===== src/rtl/muldiv_pkg.sv =====
// Shared op codes, sequencer state encoding and divider constants for hilo_muldiv.
package muldiv_pkg;

    localparam logic [2:0] OP_MULT  = 3'd0;
    localparam logic [2:0] OP_MULTU = 3'd1;
    localparam logic [2:0] OP_DIV   = 3'd2;
    localparam logic [2:0] OP_DIVU  = 3'd3;
    localparam logic [2:0] OP_MTHI  = 3'd4;
    localparam logic [2:0] OP_MTLO  = 3'd5;

    localparam logic [1:0] ST_IDLE      = 2'd0;
    localparam logic [1:0] ST_MUL_ISSUE = 2'd1;
    localparam logic [1:0] ST_MUL_WB    = 2'd2;
    localparam logic [1:0] ST_DIV       = 2'd3;

    // Tied to the 32-bit datapath: one quotient bit per iteration.
    localparam int DIV_CYCLES = 32;

    function automatic logic [31:0] magnitude(input logic [31:0] v, input logic sgn);
        return (sgn && v[31]) ? (~v + 32'd1) : v;
    endfunction

endpackage


===== src/rtl/div_iter.sv =====
// Restoring radix-2 divider, one quotient bit per cycle over DIV_CYCLES cycles.
// quotient/remainder are combinational and sign-fixed, valid in the cycle 'last' is high.
module div_iter
    import muldiv_pkg::*;
(
    input  logic        clk,
    input  logic        reset,
    input  logic        start,
    input  logic        is_signed,
    input  logic [31:0] a,
    input  logic [31:0] b,
    input  logic        cancel,
    output logic        busy,
    output logic        last,
    output logic [31:0] quotient,
    output logic [31:0] remainder
);

    logic [4:0]  cnt;
    logic [31:0] dvs;
    logic [31:0] quo;
    logic [31:0] rem;
    logic        neg_q;
    logic        neg_r;

    logic [32:0] shifted;
    logic [32:0] diff;
    logic        qbit;
    logic [31:0] quo_nxt;
    logic [31:0] rem_nxt;

    // The dividend shifts out of quo from the top while quotient bits shift in below.
    always_comb begin
        shifted = {rem, quo[31]};
        diff    = shifted - {1'b0, dvs};
        qbit    = ~diff[32];
        rem_nxt = qbit ? diff[31:0] : shifted[31:0];
        quo_nxt = {quo[30:0], qbit};
    end

    assign last      = busy && (cnt == 5'(DIV_CYCLES - 1));
    assign quotient  = neg_q ? (~quo_nxt + 32'd1) : quo_nxt;
    assign remainder = neg_r ? (~rem_nxt + 32'd1) : rem_nxt;

    always_ff @(posedge clk) begin
        if (reset) begin
            busy  <= 1'b0;
            cnt   <= 5'd0;
            dvs   <= 32'd0;
            quo   <= 32'd0;
            rem   <= 32'd0;
            neg_q <= 1'b0;
            neg_r <= 1'b0;
        end else if (start) begin
            busy  <= 1'b1;
            cnt   <= 5'd0;
            dvs   <= magnitude(b, is_signed);
            quo   <= magnitude(a, is_signed);
            rem   <= 32'd0;
            neg_q <= is_signed && (a[31] ^ b[31]);
            neg_r <= is_signed && a[31];
        end else if (busy) begin
            if (cancel || last) begin
                busy <= 1'b0;
            end
            if (!cancel) begin
                quo <= quo_nxt;
                rem <= rem_nxt;
                cnt <= cnt + 5'd1;
            end
        end
    end

endmodule


===== src/rtl/hilo_muldiv.sv =====
// HI/LO register file and mul/div sequencer; MUL done at cycle 3, DIV at 33, MTHI/MTLO at 1.
// op_ready only in IDLE; divider built when HILO_DIV_EN is defined, else DIV/DIVU are no-ops.
module hilo_muldiv
    import muldiv_pkg::*;
(
    input  logic        clk,
    input  logic        reset,
    input  logic        op_valid,
    output logic        op_ready,
    input  logic [2:0]  op,
    input  logic [31:0] src_a,
    input  logic [31:0] src_b,
    input  logic        cancel,
    output logic        done,
    output logic [31:0] hi,
    output logic [31:0] lo,
    output logic        mul_signed,
    output logic [31:0] mul_x,
    output logic [31:0] mul_y,
    input  logic [63:0] mul_result
);

    logic [1:0] state;
    logic       accept;

    assign op_ready = (state == ST_IDLE);
    assign accept   = op_valid && op_ready && !cancel;

`ifdef HILO_DIV_EN
    logic        div_start;
    logic        div_busy;
    logic        div_last;
    logic [31:0] div_q;
    logic [31:0] div_r;
    logic        div_zero;

    assign div_start = accept && ((op == OP_DIV) || (op == OP_DIVU));

    div_iter u_div_iter (
        .clk       (clk),
        .reset     (reset),
        .start     (div_start),
        .is_signed (op == OP_DIV),
        .a         (src_a),
        .b         (src_b),
        .cancel    (cancel),
        .busy      (div_busy),
        .last      (div_last),
        .quotient  (div_q),
        .remainder (div_r)
    );
`endif

    always_ff @(posedge clk) begin
        if (reset) begin
            state      <= ST_IDLE;
            hi         <= 32'd0;
            lo         <= 32'd0;
            done       <= 1'b0;
            mul_signed <= 1'b0;
            mul_x      <= 32'd0;
            mul_y      <= 32'd0;
`ifdef HILO_DIV_EN
            div_zero   <= 1'b0;
`endif
        end else begin
            done <= 1'b0;
            case (state)
                ST_IDLE: begin
                    if (accept) begin
                        case (op)
                            OP_MTHI: begin
                                hi   <= src_a;
                                done <= 1'b1;
                            end
                            OP_MTLO: begin
                                lo   <= src_a;
                                done <= 1'b1;
                            end
                            OP_MULT, OP_MULTU: begin
                                mul_x      <= src_a;
                                mul_y      <= src_b;
                                mul_signed <= (op == OP_MULT);
                                state      <= ST_MUL_ISSUE;
                            end
                            OP_DIV, OP_DIVU: begin
`ifdef HILO_DIV_EN
                                div_zero <= (src_b == 32'd0);
                                state    <= ST_DIV;
`else
                                done     <= 1'b1;
`endif
                            end
                            default: ;
                        endcase
                    end
                end
                ST_MUL_ISSUE: begin
                    state <= cancel ? ST_IDLE : ST_MUL_WB;
                end
                ST_MUL_WB: begin
                    state <= ST_IDLE;
                    if (!cancel) begin
                        {hi, lo} <= mul_result;
                        done     <= 1'b1;
                    end
                end
`ifdef HILO_DIV_EN
                ST_DIV: begin
                    if (cancel) begin
                        state <= ST_IDLE;
                    end else if (div_last) begin
                        state <= ST_IDLE;
                        done  <= 1'b1;
                        // Division by zero completes normally but leaves HI/LO alone.
                        if (!div_zero) begin
                            hi <= div_r;
                            lo <= div_q;
                        end
                    end else if (!div_busy) begin
                        state <= ST_IDLE;
                    end
                end
`endif
                default: state <= ST_IDLE;
            endcase
        end
    end

endmodule

===== config.mk =====
export PLATFORM = sky130hd
export DESIGN_NAME = hilo_muldiv
export DESIGN_NICKNAME = d
export VERILOG_FILES = /design/src/rtl/muldiv_pkg.sv /design/src/rtl/div_iter.sv /design/src/rtl/hilo_muldiv.sv
export SDC_FILE = /design/constraint.sdc
export NUM_CORES = 1
export LEC_CHECK = 0
export CORE_ASPECT_RATIO = 0.9
export CORE_MARGIN = 1
export CORE_UTILIZATION = 40
export DETAILED_ROUTE_END_ITERATION = 8
export GPL_TIMING_DRIVEN = 0
export PLACE_DENSITY = 0.82
export SYNTH_ARGS = -nofsm -noshare
export SYNTH_HDL_FRONTEND = slang
export SYNTH_SLANG_ARGS = --single-unit

===== constraint.sdc =====
create_clock -name clk -period 2.1 [get_ports clk]
set_input_delay 0.21 -clock clk [delete_from_list [all_inputs] [get_ports clk]]
set_output_delay 0.21 -clock clk [all_outputs]
set_load 0.02 [all_outputs]

==> impl_metrics.tcl, run 1 <==
set metrics [dict create \
    dp_hpwl_microns 13560 \
    antenna_found_initial 0 \
    die_area_sq_mm 0.01349 \
    yosysSeqAreaShare_pct 50.70 \
    min_from "src_b[18]" \
    die_h_microns 110.3 \
    ys.flop_type "dfxtp_1" \
    maxCapViolCount 0 \
    grt_max_degree 17 \
    nNetsFinal 1039 \
    grtUsageTotal_pct 26.72 \
    drc 0 \
    setup_viol_count_final 0 \
    fin_setup_tns_ns 0 \
    ys_top_cells_by_area "dfxtp_1, a21oi_1, nand2_1, a211oi_2, a211oi_1" \
    finalClockSkew_ns 0.006659 \
    drt-wirelength-per-cell_microns 17.12 \
    die_w_microns 122.3 \
    placed_area_sq_mm 0.008060 \
    via_per_inst 5.064 \
    dr_total_vias 5459 \
    dp.cells 1045 \
    powerDensity_mw_per_mm2 698.2 \
    cts_buffers 17 \
    outcome "finished clean" \
    syn_inst 617 \
    r2r-start "state[0]" \
    r2r_cells 6 \
    p_leak_nw 2.958 \
    design_area_sq_mm 0.008642 \
    min_period_ns 1.995 \
    ant_nets 0 \
    num_rows 39 \
    dp_slack_ns -0.5855 \
    area_growth_pct 65.79 \
    hold_path_class "input port to flop" \
    diodes 0 \
    clkLatencyLatePin_ns 0.41 \
    yosysUniqueCellTypes 20 \
    max_freq_ghz 0.5012 \
    arrival_ns 1.79 \
    clkSinkCount 132 \
    reg2reg_slack_ns 0.15 \
    grt_pass1_vias 5229 \
    path_max_fanout 6 \
    pin_count 266 \
    holdPathStages 3 \
    fillers 1056 \
    instances_no_fill 1078 \
    gp_congestion 0.8635 \
    startpoint_type "flop" \
    cts_tree "done" \
    clk_pin_slew_ns 0.06 \
    drv_slew 0 \
    crit_type "flop to primary output" \
    hold_path_end "mul_y[18]" \
    synth-async-reset-ratio_pct 0 \
    start_util_pct 41.08 \
    totalWireLength_microns 18450 \
    finalHoldViolCount 0 \
    crit_required_ns 1.89 \
    core_sq_mm 0.01269 \
    power_mw 6.034 \
    yosysTopAreaCellShare_pct 50.70 \
    layout-drive-gt1-share_pct 9.409 \
    htreeDepth 4 \
    cts_buffer_depth 2 \
    r2r-end "lo[27]" \
    setup_ws_ns 0.1047 \
    grt_overflow 0 \
    drt-initial-drc-count 297 \
    clockRootBuffer "clkbuf_16" \
    synthesis.area_sq_mm 0.005212 \
    fin_crit_sh_pct 95.01 \
    synth_area_leader_cell "dfxtp_1" \
    io_buffers 264 \
    ys_warn_count 0 \
    rsz0062_at_grt "no" \
    drtPass1Iterations 4 \
    end_kind "primary output" \
    ir_drop_mv 0.4669 \
    grt_pass1_wl_microns 26980 \
    slew_headroom_pct 49.02 \
    avgSynthCellArea_sq_um 8.448 \
    ys_top_cells_by_count "dfxtp_1, a21oi_1, nand2_1" \
    synth_edf_count 0 \
    worst_slew_pin_slew_ns 0.7647 \
    whs_ns 0.3445 \
    synth.most_common_cell "dfxtp_1" \
    synth.net_count 752 \
    utilization_pct 68.12 \
    synth-seq-cells 132 \
    setup.worst_path.start "state[0]" \
]
## critical path, stage by stage, from the launching register on
cell and delay, ns:
dfxtp_1 0.30, clkbuf_2 0.20, nor2_4 0.22, clkdlybuf4s50_1 0.65
## state kept, by name, summed over array words and instances, names as in the netlist
| register | flops |
|---|---|
| hi | 32 |
| lo | 32 |
| mul_signed | 1 |
| done | 1 |
| mul_x | 32 |
| state | 2 |
| mul_y | 32 |
## cell usage in the layout, fill, tap and decap left out, drive strengths merged
cell           count
nor2              69
or3b               1
xor2               1
nor4               1
dfxtp            132
clkinvlp           1
nor4b              1
nand2            128
nand3b             1
a21oi            129
clkinv             4
nor2b             33
buf               16
and4b              1
a2111oi            2
nand4b             1
clkbuf            64
clkdlybuf4s50    264
a211oi            65
## timing repair
| action | 4_1_cts | 5_1_grt |
|---|---|---|
| gates resized for setup | 8 | 12 |
| setup endpoints to repair | 69 | 61 |
| pin swaps | 2 | 0 |
| setup buffers | 5 | 0 |
| hold buffers | 0 | 0 |
## power breakdown
part	internal, mW	switching, mW
clock network	1.60	1.04
logic	0.425	0.363
registers	2.57	0.0338
total	4.60	1.43
## cells by family after synthesis
group / count (synthesis) / share of synthesized area [%]
xor gates and xnor gates: 1 / 0.1681
and+or+nand+nor: 236 / 19.11
AOI/OAI and AO/OA: 196 / 25.49
buffers and inverters: 52 / 4.536
DFF: 132 / 50.70
## cell type report
cell class	instances	area [sq um]	area share (%)
Timing Repair Buffer	269	2680	31.01
Multi-Input combinational cell	433	2349	27.18
Buffer	51	246.5	2.852
Clock inverter	5	27.53	0.3185
Sequential cell	132	2643	30.58
Clock buffer	24	491.7	5.690
Tap cell	164	205.2	2.374
## how the worst max path moves through the flow
| stage | endpoint | depth (start not counted) |
|---|---|---|
| after floorplan | mul_x[22] | 7 |
| final | op_ready | 3 |
| after global routing | lo[0] | 6 |
| after detailed placement | hi[29] | 5 |
| after CTS | lo[3] | 6 |
| after global placement | hi[29] | 5 |
## layer usage
metal / up-vias / track usage, % / part of all wire (%)
met5: - / 0 / 0
met4: 0 / 9.756 / 1.9
met3: 24 / 9.722 / 8.8
met2: 211 / 45.87 / 47
met1: 2542 / 30.45 / 42
li1: 2682 / - / -
No activity file was read; power rests on OpenSTA's default activity.
==> run 2: changes to the inputs <==
Settings changed: ABC_AREA set to 1, CORE_UTILIZATION 40 to 42.
==> impl_metrics.tcl, run 2 <==
set metrics [dict create \
    r2r-end "lo[20]" \
    cts_tree "done" \
    syn_inst 890 \
    min_period_ns 1.871 \
    met2_usage_pct 49.22 \
    diodes 0 \
    maxCapViolCount 0 \
    ctsHoldBuffers 0 \
    drc 18 \
    crit_required_ns 1.89 \
    totalWireLength_microns 20940 \
    yosysUniqueCellTypes 19 \
    synth.most_common_cell "nor2_1" \
    synth.net_count 1025 \
    synth_edf_count 0 \
    cts_resized 0 \
    violations "DRC" \
    power_switching_share_pct 23.99 \
    grt_max_degree 17 \
    postCtsSetupRepairBufs 0 \
    yosysSeqAreaShare_pct 45.77 \
    die_area_sq_mm 0.01422 \
    drv_slew 0 \
    clk_pin_slew_ns 0.05 \
    r2r_cells 7 \
    avgSynthCellArea_sq_um 6.487 \
    power_frac_seq_pct 42.0 \
    ys_warn_count 0 \
    final_cell_mix "clkdlybuf4s50_1, nor2_1, nand2_1, dfxtp_1, inv_1" \
    reg2reg_slack_ns 0.41 \
    rsz0062_at_grt "no" \
    area_growth_pct 59.04 \
    layout-drive-gt1-share_pct 5.738 \
    htreeDepth 4 \
    core_sq_mm 0.01336 \
    holdPathStages 3 \
    drt-initial-drc-count 433 \
    dp_hpwl_microns 15220 \
    ir_drop_mv 0.7142 \
    outcome "complete, but fails checks" \
    worst_slew_pin_slew_ns 0.5921 \
    clkLatencyLatePin_ns 0.42 \
    drtPass1Iterations 9 \
    antenna_found_initial 0 \
    whs_ns 0.3744 \
    dp_slack_ns -0.05275 \
    ant_nets 0 \
    grt_util_met3_pct 10.64 \
    grt_pass1_vias 6114 \
    num_rows 40 \
    setup_ws_ns 0.2291 \
    instances_no_fill 1353 \
    slew_headroom_pct 60.52 \
    drt-wirelength-per-cell_microns 15.48 \
    hold_path_end "mul_y[13]" \
    r2r-start "state[0]" \
    powerDensity_mw_per_mm2 682.5 \
    crit_type "flop to primary output" \
    grtUsageTotal_pct 29.74 \
    fin_crit_sh_pct 89.09 \
    p_int_mw 4.763 \
    combPwrFrac_pct 13.8 \
    gp_congestion 0.8608 \
    grt_overflow 0 \
    hold_path_class "input port to flop" \
    cts_buffer_depth 2 \
    via_per_inst 4.829 \
    synth-async-reset-ratio_pct 0 \
    max_freq_ghz 0.5345 \
    synth_area_leader_cell "dfxtp_1" \
    arrival_ns 1.66 \
    die_h_microns 113.2 \
    met1_usage_pct 36.46 \
    fin_setup_tns_ns 0 \
    p_clk_share_pct 44.3 \
    path_max_fanout 5 \
    grt.busiest_layer "met2" \
    grt_pass1_wl_microns 32330 \
    yosysTopAreaCellShare_pct 45.77 \
    cts_buffers 17 \
    setup_viol_count_final 0 \
    p_sw_mw 1.503 \
    ys_top_cells_by_area "dfxtp_1, nor2_1, nand2_1, nand3_1, inv_1" \
    pin_count 266 \
    finalHoldViolCount 0 \
    synth-seq-cells 132 \
    clockRootBuffer "clkbuf_16" \
    synthesis.area_sq_mm 0.005773 \
    finalClockSkew_ns 0.005173 \
    nNetsFinal 1309 \
    die_w_microns 125.6 \
    dr_total_vias 6534 \
    clkSinkCount 132 \
    ys.flop_type "dfxtp_1" \
    dp.cells 1323 \
    layout_commonest_cell "clkdlybuf4s50_1" \
    p_leak_nw 4.334 \
    min_from "src_b[13]" \
    start_util_pct 43.20 \
    io_buffers 265 \
    startpoint_type "flop" \
    end_kind "primary output" \
    ys_top_cells_by_count "nor2_1, nand2_1, dfxtp_1" \
]
[run 2: cell types whose count changed after synthesis, sizes merged, moves of 2 or more]
cell and change:
o21ai +65, nand3 +66, a211oi -65, a21oi -128, nor2 +193, inv +71
buf +26, a2111oi -2, nand2 +105, nor2b -33, clkbuf -21
[run 2: how the worst max path moves through the flow]
stage	startpoint	end	depth (start not counted)
2_1_floorplan	state[1]	mul_x[21]	8
3_3_place_gp	reset	mul_x[22]	6
3_5_place_dp	reset	mul_x[21]	6
4_1_cts	state[1]	op_ready	2
5_1_grt	state[1]	op_ready	2
6_report	state[1]	op_ready	2
[run 2: through the flow]
stage / power, mW / area (sq um) / util, %
after CTS: 6.299 / 9181 / 68.71
after detailed placement: 3.535 / 8636 / 64.63
after floorplan: 3.017 / 5773 / -
after global placement: 3.529 / 8636 / 64.63
after global routing: 6.498 / 9181 / 68.71
final: 6.266 / 9181 / 68.71
[run 2: area by class of cell]
type / instances / area (sq um)
buffer: 57 / 300.3
fill: 1146 / 4182
clock buffer: 25 / 495.5
inverter: 71 / 266.5
sequential: 132 / 2643
multi-input combinational: 630 / 2564
clock inverter: 5 / 50.05
tap: 168 / 210.2
timing repair buffer: 265 / 2653
[run 2: worst max-delay path, stage by stage, from the launching register on]
cell and delay (ns):
dfxtp_1 0.39, nor2_4 0.20, clkdlybuf4s50_1 0.65
[run 2: cells by family (layout without fill, tap and decap cells)]
logic type / after synthesis / after routing / share of synthesized area [%]
AOI/OAI and AO/OA: 66 / 66 / 5.722
buffers and inverters: 128 / 423 / 9.818
DFF: 132 / 132 / 45.77
and+or+nand+nor: 564 / 564 / 38.69
[run 2: metal layers]
layer  vias up  routed length, microns
li1       3290                       -
met1      2926                    8818
met2       298                    9733
met3        20                    2170
met4         0                     221
met5         -                       0
[run 2: power by group through the flow]
stage	Clock [mW]	Sequential [mW]	Combinational, mW
finish	2.77	2.63	0.862
global placement	0	2.68	0.850
global route	2.93	2.64	0.929
detailed placement	0	2.68	0.853
floorplan	0	2.78	0.239
CTS	2.81	2.63	0.861
